==> config.mk <==
export PLATFORM = sky130hd
export DESIGN_NAME = stream_demux4
export DESIGN_NICKNAME = d
export VERILOG_FILES = /design/src/rtl/stream_demux4_pkg.sv /design/src/rtl/stream_demux4_slot.sv /design/src/rtl/stream_demux4.sv
export SDC_FILE = /design/constraint.sdc
export NUM_CORES = 1
export LEC_CHECK = 0
export ABC_AREA = 1
export CAP_MARGIN = 15
export CORE_AREA = 3 3 107 109
export CTS_CLUSTER_DIAMETER = 30
export DETAILED_ROUTE_END_ITERATION = 8
export DIE_AREA = 0 0 110 112
export PLACE_DENSITY_LB_ADDON = 0.12
export SETUP_SLACK_MARGIN = 0.3
export SLEW_MARGIN = 40
export SYNTH_ARGS = -nofsm -noshare
export SYNTH_HDL_FRONTEND = slang
export SYNTH_SLANG_ARGS = --single-unit
==> constraint.sdc <==
create_clock -name clk -period 2.8 [get_ports clk]
set_input_delay 0.56 -clock clk [delete_from_list [all_inputs] [get_ports clk]]
set_output_delay 0.56 -clock clk [all_outputs]
set_load 0.02 [all_outputs]
==> src/rtl/stream_demux4_pkg.sv <==
// Shared defaults for the 1:N stream demux: widths, channel count and the
// select code the lab uses to exercise the unmapped/drop path.
package stream_demux4_pkg;

    localparam int DEF_DATA_W = 4;
    localparam int DEF_SEL_W  = 4;
    localparam int DEF_N_OUT  = 4;
    localparam int DEF_CNT_W  = 8;

    localparam logic [3:0] UNMAPPED_SEL = 4'hf;

endpackage

==> src/rtl/stream_demux4_slot.sv <==
// One output channel of the demux: a single registered beat, its valid flag
// and a wrapping count of beats handed to the consumer.
module demux_slot
    import stream_demux4_pkg::*;
#(
    parameter int DATA_W = DEF_DATA_W,
    parameter int CNT_W  = DEF_CNT_W
) (
    input  logic              clk,
    input  logic              rst,
    input  logic              i_load,
    input  logic [DATA_W-1:0] i_data,
    input  logic              i_ready,
    output logic [DATA_W-1:0] o_data,
    output logic              o_valid,
    output logic [CNT_W-1:0]  o_cnt
);

    logic [DATA_W-1:0] r_data;
    logic              r_valid;
    logic [CNT_W-1:0]  r_cnt;
    logic              w_consume;

    assign w_consume = r_valid && i_ready;

    // A load wins over a consume: the new beat replaces the one just taken.
    always_ff @(posedge clk) begin
        if (rst) begin
            r_data  <= '0;
            r_valid <= 1'b0;
            r_cnt   <= '0;
        end else begin
            if (i_load) begin
                r_data  <= i_data;
                r_valid <= 1'b1;
            end else if (w_consume) begin
                r_valid <= 1'b0;
            end
            if (w_consume) r_cnt <= r_cnt + CNT_W'(1);
        end
    end

    assign o_data  = r_data;
    assign o_valid = r_valid;
    assign o_cnt   = r_cnt;

endmodule

==> src/rtl/stream_demux4.sv <==
// Routes one input stream to N_OUT single-entry output slots by a per-beat
// select code; codes with no channel are accepted, discarded and counted.
module stream_demux4
    import stream_demux4_pkg::*;
#(
    parameter int DATA_W = DEF_DATA_W,
    parameter int SEL_W  = DEF_SEL_W,
    parameter int N_OUT  = DEF_N_OUT,
    parameter int CNT_W  = DEF_CNT_W
) (
    input  logic                    clk,
    input  logic                    rst,
    input  logic [DATA_W-1:0]       in_data,
    input  logic [SEL_W-1:0]        in_sel,
    input  logic                    in_valid,
    output logic                    in_ready,
    output logic [N_OUT*DATA_W-1:0] out_data,
    output logic [N_OUT-1:0]        out_valid,
    input  logic [N_OUT-1:0]        out_ready,
    output logic [N_OUT*CNT_W-1:0]  beat_cnt,
    output logic [CNT_W-1:0]        drop_cnt
);

    logic [N_OUT-1:0] w_hit;
    logic [N_OUT-1:0] w_load;
    logic             w_mapped;
    logic             w_sel_rdy;
    logic             w_accept;
    logic [CNT_W-1:0] r_drop;

    // One-hot decode; all-zero means the code names no channel.
    always_comb begin
        w_hit = '0;
        for (int k = 0; k < N_OUT; k++) begin
            if (32'(in_sel) == 32'(k)) w_hit[k] = 1'b1;
        end
    end

    assign w_mapped  = |w_hit;
    assign w_sel_rdy = |(w_hit & (~out_valid | out_ready));
    assign in_ready  = !rst && (w_mapped ? w_sel_rdy : 1'b1);
    assign w_accept  = in_valid && in_ready;
    assign w_load    = w_hit & {N_OUT{w_accept}};

    // Drop counter saturates so a long run of bad codes stays visible.
    always_ff @(posedge clk) begin
        if (rst) begin
            r_drop <= '0;
        end else if (w_accept && !w_mapped && (r_drop != '1)) begin
            r_drop <= r_drop + CNT_W'(1);
        end
    end

    assign drop_cnt = r_drop;

    for (genvar k = 0; k < N_OUT; k++) begin : g_slot
        demux_slot #(
            .DATA_W (DATA_W),
            .CNT_W  (CNT_W)
        ) u_slot (
            .clk     (clk),
            .rst     (rst),
            .i_load  (w_load[k]),
            .i_data  (in_data),
            .i_ready (out_ready[k]),
            .o_data  (out_data[k*DATA_W +: DATA_W]),
            .o_valid (out_valid[k]),
            .o_cnt   (beat_cnt[k*CNT_W +: CNT_W])
        );
    end

endmodule

==> impl_metrics.env, run 1 <==
export IMPL_row_count=38
export IMPL_drc=0
export IMPL_period_share=0.8572
export IMPL_h_tree_depth=3
export IMPL_die_area_sq_mm=0.01232
export IMPL_syn_inst=392
export IMPL_status="finished clean"
export IMPL_synth_seq_area_share=0.4418
export IMPL_globalRouteTotalUtil=0.1145
export IMPL_cts_sinks=60
export IMPL_yosysWarnings=0
export IMPL_final_common_cell="nand2_1"
export IMPL_end_kind="primary output"
export IMPL_synth_edf_count=0
export IMPL_cts_tree="built"
export IMPL_worst_pin_slew_ps=306.5
export IMPL_start_kind="primary input"
export IMPL_n_antenna_cell=0
export IMPL_final_nets=490
export IMPL_area_growth_pct=38.61
export IMPL_fin_crit_ps=2400
export IMPL_skew_ps=9.023
export IMPL_hp_class="reg -> reg"
export IMPL_final_cell_mix="nand2_1, nor2_1, clkdlybuf4s50_1"
export IMPL_ir_worst_vdd_mv=0.1752
export IMPL_synth_top_cell_by_area="dfxtp_1"
export IMPL_port_buffers=75
export IMPL_root_buffer="clkbuf_8"
export IMPL_ant_nets=0
export IMPL_design_core_area_sq_mm=0.01070
export IMPL_path_max_fanout=2
export IMPL_cap_viol_max_count=0
export IMPL_syn_avg_cell_area_sq_um=6.936
export IMPL_ioPinCount=76
export IMPL_die_h_um=112
export IMPL_ys_ff_latch=60
export IMPL_cp_required_ps=2240
export IMPL_dr_first_iter_drc_count=62
export IMPL_finalSetupViolations=0
export IMPL_synth_top_area_frac=0.4418
export IMPL_slowest_stage="clkdlybuf4s50_1"
export IMPL_switching_share=0.2422
export IMPL_start_util=0.2542
export IMPL_slew_headroom=0.7952
export IMPL_rsz0062_at_grt="no"
export IMPL_slowest_delay_ps=490
export IMPL_p_total_mw=1.635
export IMPL_grt_ovfl_total=0
export IMPL_synth_distinct_cells=27
export IMPL_p_per_area_mw_per_mm2=433.9
export IMPL_grt_pass1_wl_mm=11.01
export IMPL_cts_buffers=9
export IMPL_internal_power_mw=1.239
export IMPL_dr_pass1_iters=4
export IMPL_synth_main_ff_cell="dfxtp_1"
export IMPL_combPwrFrac=0.068
export IMPL_synthTopCellsByArea="dfxtp_1, nand2_1, nor2_1, inv_1, a21oi_1"
export IMPL_drive_gt1_frac=0.07400
export IMPL_postCtsHoldBufs=0
export IMPL_synth_async_reset_ratio=0
export IMPL_final_util=0.3523
export IMPL_clkLatencyLatePin_ps=330
export IMPL_viasPerCell=4.098
export IMPL_grt_pass1_vias=2326
export IMPL_dp_hpwl_mm=5.037
export IMPL_syn_cell_area_sq_mm=0.002719
export IMPL_path_clk_slew_ps=60
export IMPL_hold_violations=0
export IMPL_place_gp_congestion=0.7427
export IMPL_p_leak_nw=1.590
export IMPL_clkPwrFrac=0.402
export IMPL_worstSetupPathType="in -> out"
export IMPL_antenna_found_initial=0
export IMPL_vias=2512
export IMPL_cp_data_arrival_time_ps=1840
export IMPL_syn_num_nets=412
export IMPL_die_x_um=110
export IMPL_cp_cell_sequence="clkdlybuf4s50_1 > inv_1 > nand2_1 > nand4_1 > a31oi_1 > clkdlybuf4s15_2"
export IMPL_slew_violations=0
export IMPL_wl_per_cell_um=11.10
export IMPL_grt_max_degree=17
export IMPL_fmax_ghz=0.4166
export IMPL_wl_mm=6.802
export IMPL_power_switching_uw=396.1
export IMPL_clk_path_buf_depth=2
export IMPL_p_seq_frac=0.529
==> critical path, delay by kind of cell <==
| kind | cells | cell delay [ps] |
|---|---|---|
| and+or+nand+nor | 2 | 220 |
| AOI/OAI and AO/OA | 1 | 220 |
| buffers and inverters | 3 | 830 |
==> flip-flops by register name, summed over array words and instances (netlist names) <==
signal / flops
g_slot.u_slot.o_cnt: 32
g_slot.u_slot.o_data: 16
drop_cnt: 8
g_slot.u_slot.o_valid: 4
==> power by group through the flow <==
stage | clock [mW] | sequential (mW) | combinational [mW]
2_1_floorplan | 0 | 0.892 | 0.0517
3_3_place_gp | 0 | 0.885 | 0.114
3_5_place_dp | 0 | 0.885 | 0.114
4_1_cts | 0.701 | 0.866 | 0.114
5_1_grt | 0.735 | 0.866 | 0.124
6_report | 0.657 | 0.866 | 0.112
==> layer usage <==
metal / routed length, um / up-vias / global-route usage
li1: - / 1361 / -
met1: 3252 / 1098 / 0.1438
met2: 3118 / 51 / 0.1784
met3: 393 / 2 / 0.05043
met4: 38 / 0 / 0.02993
met5: 0 / - / 0
==> area by class of cell <==
class | count | area, sq um
clock buffer | 11 | 141.4
multi-input combinational | 260 | 1224
inverter | 60 | 225.2
sequential | 60 | 1201
clock inverter | 3 | 15.01
timing repair buffer | 79 | 787.0
fill | 1154 | 6929
tap | 140 | 175.2
==> through the flow <==
stage          TNS (ps)  instance area [sq um]  setup slack, ps  hold WS, ps  std cells
6_report              0                   3769            399.8        462.8        613
5_1_grt               0                   3769            318.3        496.4        613
4_1_cts               0                   3764            335.4        468.9        613
3_5_place_dp     -15.27                   3606           -15.27        459.2        599
3_3_place_gp          0                   3606            50.40        452.5        599
2_1_floorplan         0                   2719            935.5        478.3        392
==> cell usage after synthesis (2+ instances only) <==
library cell / instances
buf_4: 4
nor2_2: 3
xnor2_1: 2
nor2_1: 81
a31oi_1: 2
nand2_1: 89
nand4_1: 5
ha_1: 5
nor3_1: 7
nand4_2: 4
dfxtp_1: 60
inv_1: 55
inv_2: 4
nor3b_1: 3
nand3_1: 10
o21ai_0: 16
nand2_2: 2
buf_2: 7
a21oi_1: 22
xor2_1: 4
==> path summary, 6_finish.rpt <==
path	start	to	slack, ps	cells past startpoint
max	out_ready[1]	in_ready	400	6
min	g_slot[1].u_slot.o_cnt[7]	g_slot[1].u_slot.o_cnt[7]	460	2
max reg2reg	drop_cnt[0]	drop_cnt[1]	1280	11
min reg2reg	g_slot[1].u_slot.o_cnt[7]	g_slot[1].u_slot.o_cnt[7]	460	2
==> logic make-up (layout without fill, tap and decap cells) <==
group	count (synthesis)	in the layout	share of synthesized area
buf+inv	72	153	0.1081
xor+xnor	6	6	0.01933
simple gates	207	207	0.3272
compound gates	42	42	0.08054
flops	60	60	0.4418
fa+ha+maj	5	5	0.02301
==> timing repair <==
item	CTS	global route
setup buffers	0	0
gates resized for setup	4	2
hold endpoints to repair	0	0
endpoints found under the setup margin	1	1
cloned	0	0
Power figures use the tool's default switching activity.
==> run 2, diff against run 1 <==
==> constraint.sdc (replaced) <==
create_clock -name clk -period 2.6 [get_ports clk]
set_input_delay 0.52 -clock clk [delete_from_list [all_inputs] [get_ports clk]]
set_output_delay 0.52 -clock clk [all_outputs]
set_load 0.02 [all_outputs]
==> impl_metrics.env, run 2 (same netlist as run 1, synthesis figures left out) <==
export IMPL_status="finished clean"
export IMPL_place_gp_congestion=0.7710
export IMPL_wl_mm=6.932
export IMPL_combPwrFrac=0.070
export IMPL_grt_ovfl_total=0
export IMPL_cap_viol_max_count=0
export IMPL_timing_hold_ws_ps=462.3
export IMPL_area_growth_pct=39.90
export IMPL_worstSetupPathType="in -> out"
export IMPL_final_common_cell="nand2_1"
export IMPL_h_tree_depth=3
export IMPL_finalSetupViolations=0
export IMPL_grt_pass1_vias=2393
export IMPL_cts_buffers=9
export IMPL_drive_gt1_frac=0.08559
export IMPL_cp_required_ps=2080
export IMPL_dp_hpwl_mm=5.086
export IMPL_end_kind="primary output"
export IMPL_p_per_area_mw_per_mm2=464.5
export IMPL_ir_worst_vdd_mv=0.1585
export IMPL_root_buffer="clkbuf_8"
export IMPL_power_switching_uw=429.5
export IMPL_final_nets=496
export IMPL_slew_headroom=0.7610
export IMPL_viasPerCell=4.142
export IMPL_skew_ps=10.82
export IMPL_clkPwrFrac=0.402
export IMPL_fmax_ghz=0.4552
export IMPL_p_leak_nw=1.600
export IMPL_row_count=38
export IMPL_cp_data_arrival_time_ps=1680
export IMPL_p_total_mw=1.767
export IMPL_p_seq_frac=0.528
export IMPL_dr_pass1_iters=4
export IMPL_clk_path_buf_depth=2
export IMPL_antenna_found_initial=0
export IMPL_worst_pin_slew_ps=357.9
export IMPL_start_util=0.2542
export IMPL_finalInstanceArea_sq_mm=0.003804
export IMPL_internal_power_mw=1.337
export IMPL_cts_sinks=60
export IMPL_path_clk_slew_ps=60
export IMPL_placed_area_sq_mm=0.003643
export IMPL_dr_first_iter_drc_count=80
export IMPL_switching_share=0.2431
export IMPL_largest_reg_flops=32
export IMPL_hold_violations=0
export IMPL_path_max_fanout=5
export IMPL_ant_nets=0
export IMPL_period_share=0.8449
export IMPL_grt_pass1_wl_mm=11.31
export IMPL_rsz0062_at_grt="no"
export IMPL_globalRouteTotalUtil=0.1174
export IMPL_n_antenna_cell=0
export IMPL_wl_per_cell_um=11.20
export IMPL_ioPinCount=76
export IMPL_slew_violations=0
export IMPL_die_h_um=112
export IMPL_drc=0
export IMPL_start_kind="primary input"
export IMPL_cts_tree="built"
export IMPL_die_area_sq_mm=0.01232
export IMPL_port_buffers=75
export IMPL_hp_class="reg -> reg"
export IMPL_vias=2564
export IMPL_fin_crit_ps=2197
export IMPL_clkLatencyLatePin_ps=340
export IMPL_die_x_um=110
export IMPL_design_core_area_sq_mm=0.01070
export IMPL_final_cell_mix="nand2_1, nor2_1, clkdlybuf4s50_1"
export IMPL_grt_max_degree=20
run 2: cell count changes in the layout (fill, tap and decap cells not counted), sizes merged:
cell	previous run	this run
clkdlybuf4s15	1	0
buf	4	11
dlygate4sd2	0	1
clkdlybuf4s50	72	73
dlymetal6s2s	2	0
run 2: layout make-up:
class | instances | area, sq um
Clock buffer | 11 | 141.4
Clock inverter | 3 | 15.01
Fill cell | 1188 | 6894
Inverter | 60 | 225.2
Multi-Input combinational cell | 260 | 1224
Sequential cell | 60 | 1201
Tap cell | 140 | 175.2
Timing Repair Buffer | 85 | 822.0
run 2: through the flow:
stage | instances | worst slack [ps] | TNS, ps | utilization
6_report | 619 | 403.2 | 0 | 0.3556
5_1_grt | 619 | 312.3 | 0 | 0.3556
2_1_floorplan | 392 | 815.5 | 0 | -
3_5_place_dp | 604 | -100.7 | -100.7 | 0.3406
3_3_place_gp | 604 | -65.53 | -65.53 | 0.3406
4_1_cts | 618 | 374.2 | 0 | 0.3546
run 2: critical path, cell delays in order:
cell and delay (ps):
clkdlybuf4s50_1 500, inv_2 100, nand2_2 50, nor2_1 120, nor2_1 70, a31oi_1 140, buf_4 170
run 2: final timing paths:
kind / startpoint / endpoint / slack (ps) / depth (start not counted)
setup / recovery: in_sel[0] / in_ready / 400 / 7
hold / removal: g_slot[3].u_slot.o_cnt[7] / g_slot[3].u_slot.o_cnt[7] / 460 / 2
setup reg to reg: g_slot[2].u_slot.o_valid / g_slot[3].u_slot.o_data[1] / 1020 / 10
hold reg to reg: g_slot[3].u_slot.o_cnt[7] / g_slot[3].u_slot.o_cnt[7] / 460 / 2
run 2: power groups by stage:
stage                     sequential (mW)  clock [mW]  combinational (mW)
after floorplan                     0.961           0              0.0557
after global placement              0.953           0               0.126
after detailed placement            0.953           0               0.126
after CTS                           0.932       0.756               0.125
after global routing                0.933       0.790               0.137
final                               0.933       0.710               0.125
run 2: repair_timing:
item                       CTS  global route
resized for setup            6             1
setup endpoints to repair    1             1
hold endpoints to repair     0             0
hold buffers                 0             0
setup buffers                0             1
pin swaps                    0             1
run 2: metal layers:
metal / vias to the layer above / GRT usage / wire, um / share of wire
met3: 5 / 0.04232 / 421 / 0.061
met2: 50 / 0.1788 / 3131 / 0.45
li1: 1371 / - / - / -
met5: - / 0 / 0 / 0
met4: 0 / 0.03741 / 67 / 0.0097
met1: 1138 / 0.1538 / 3312 / 0.48
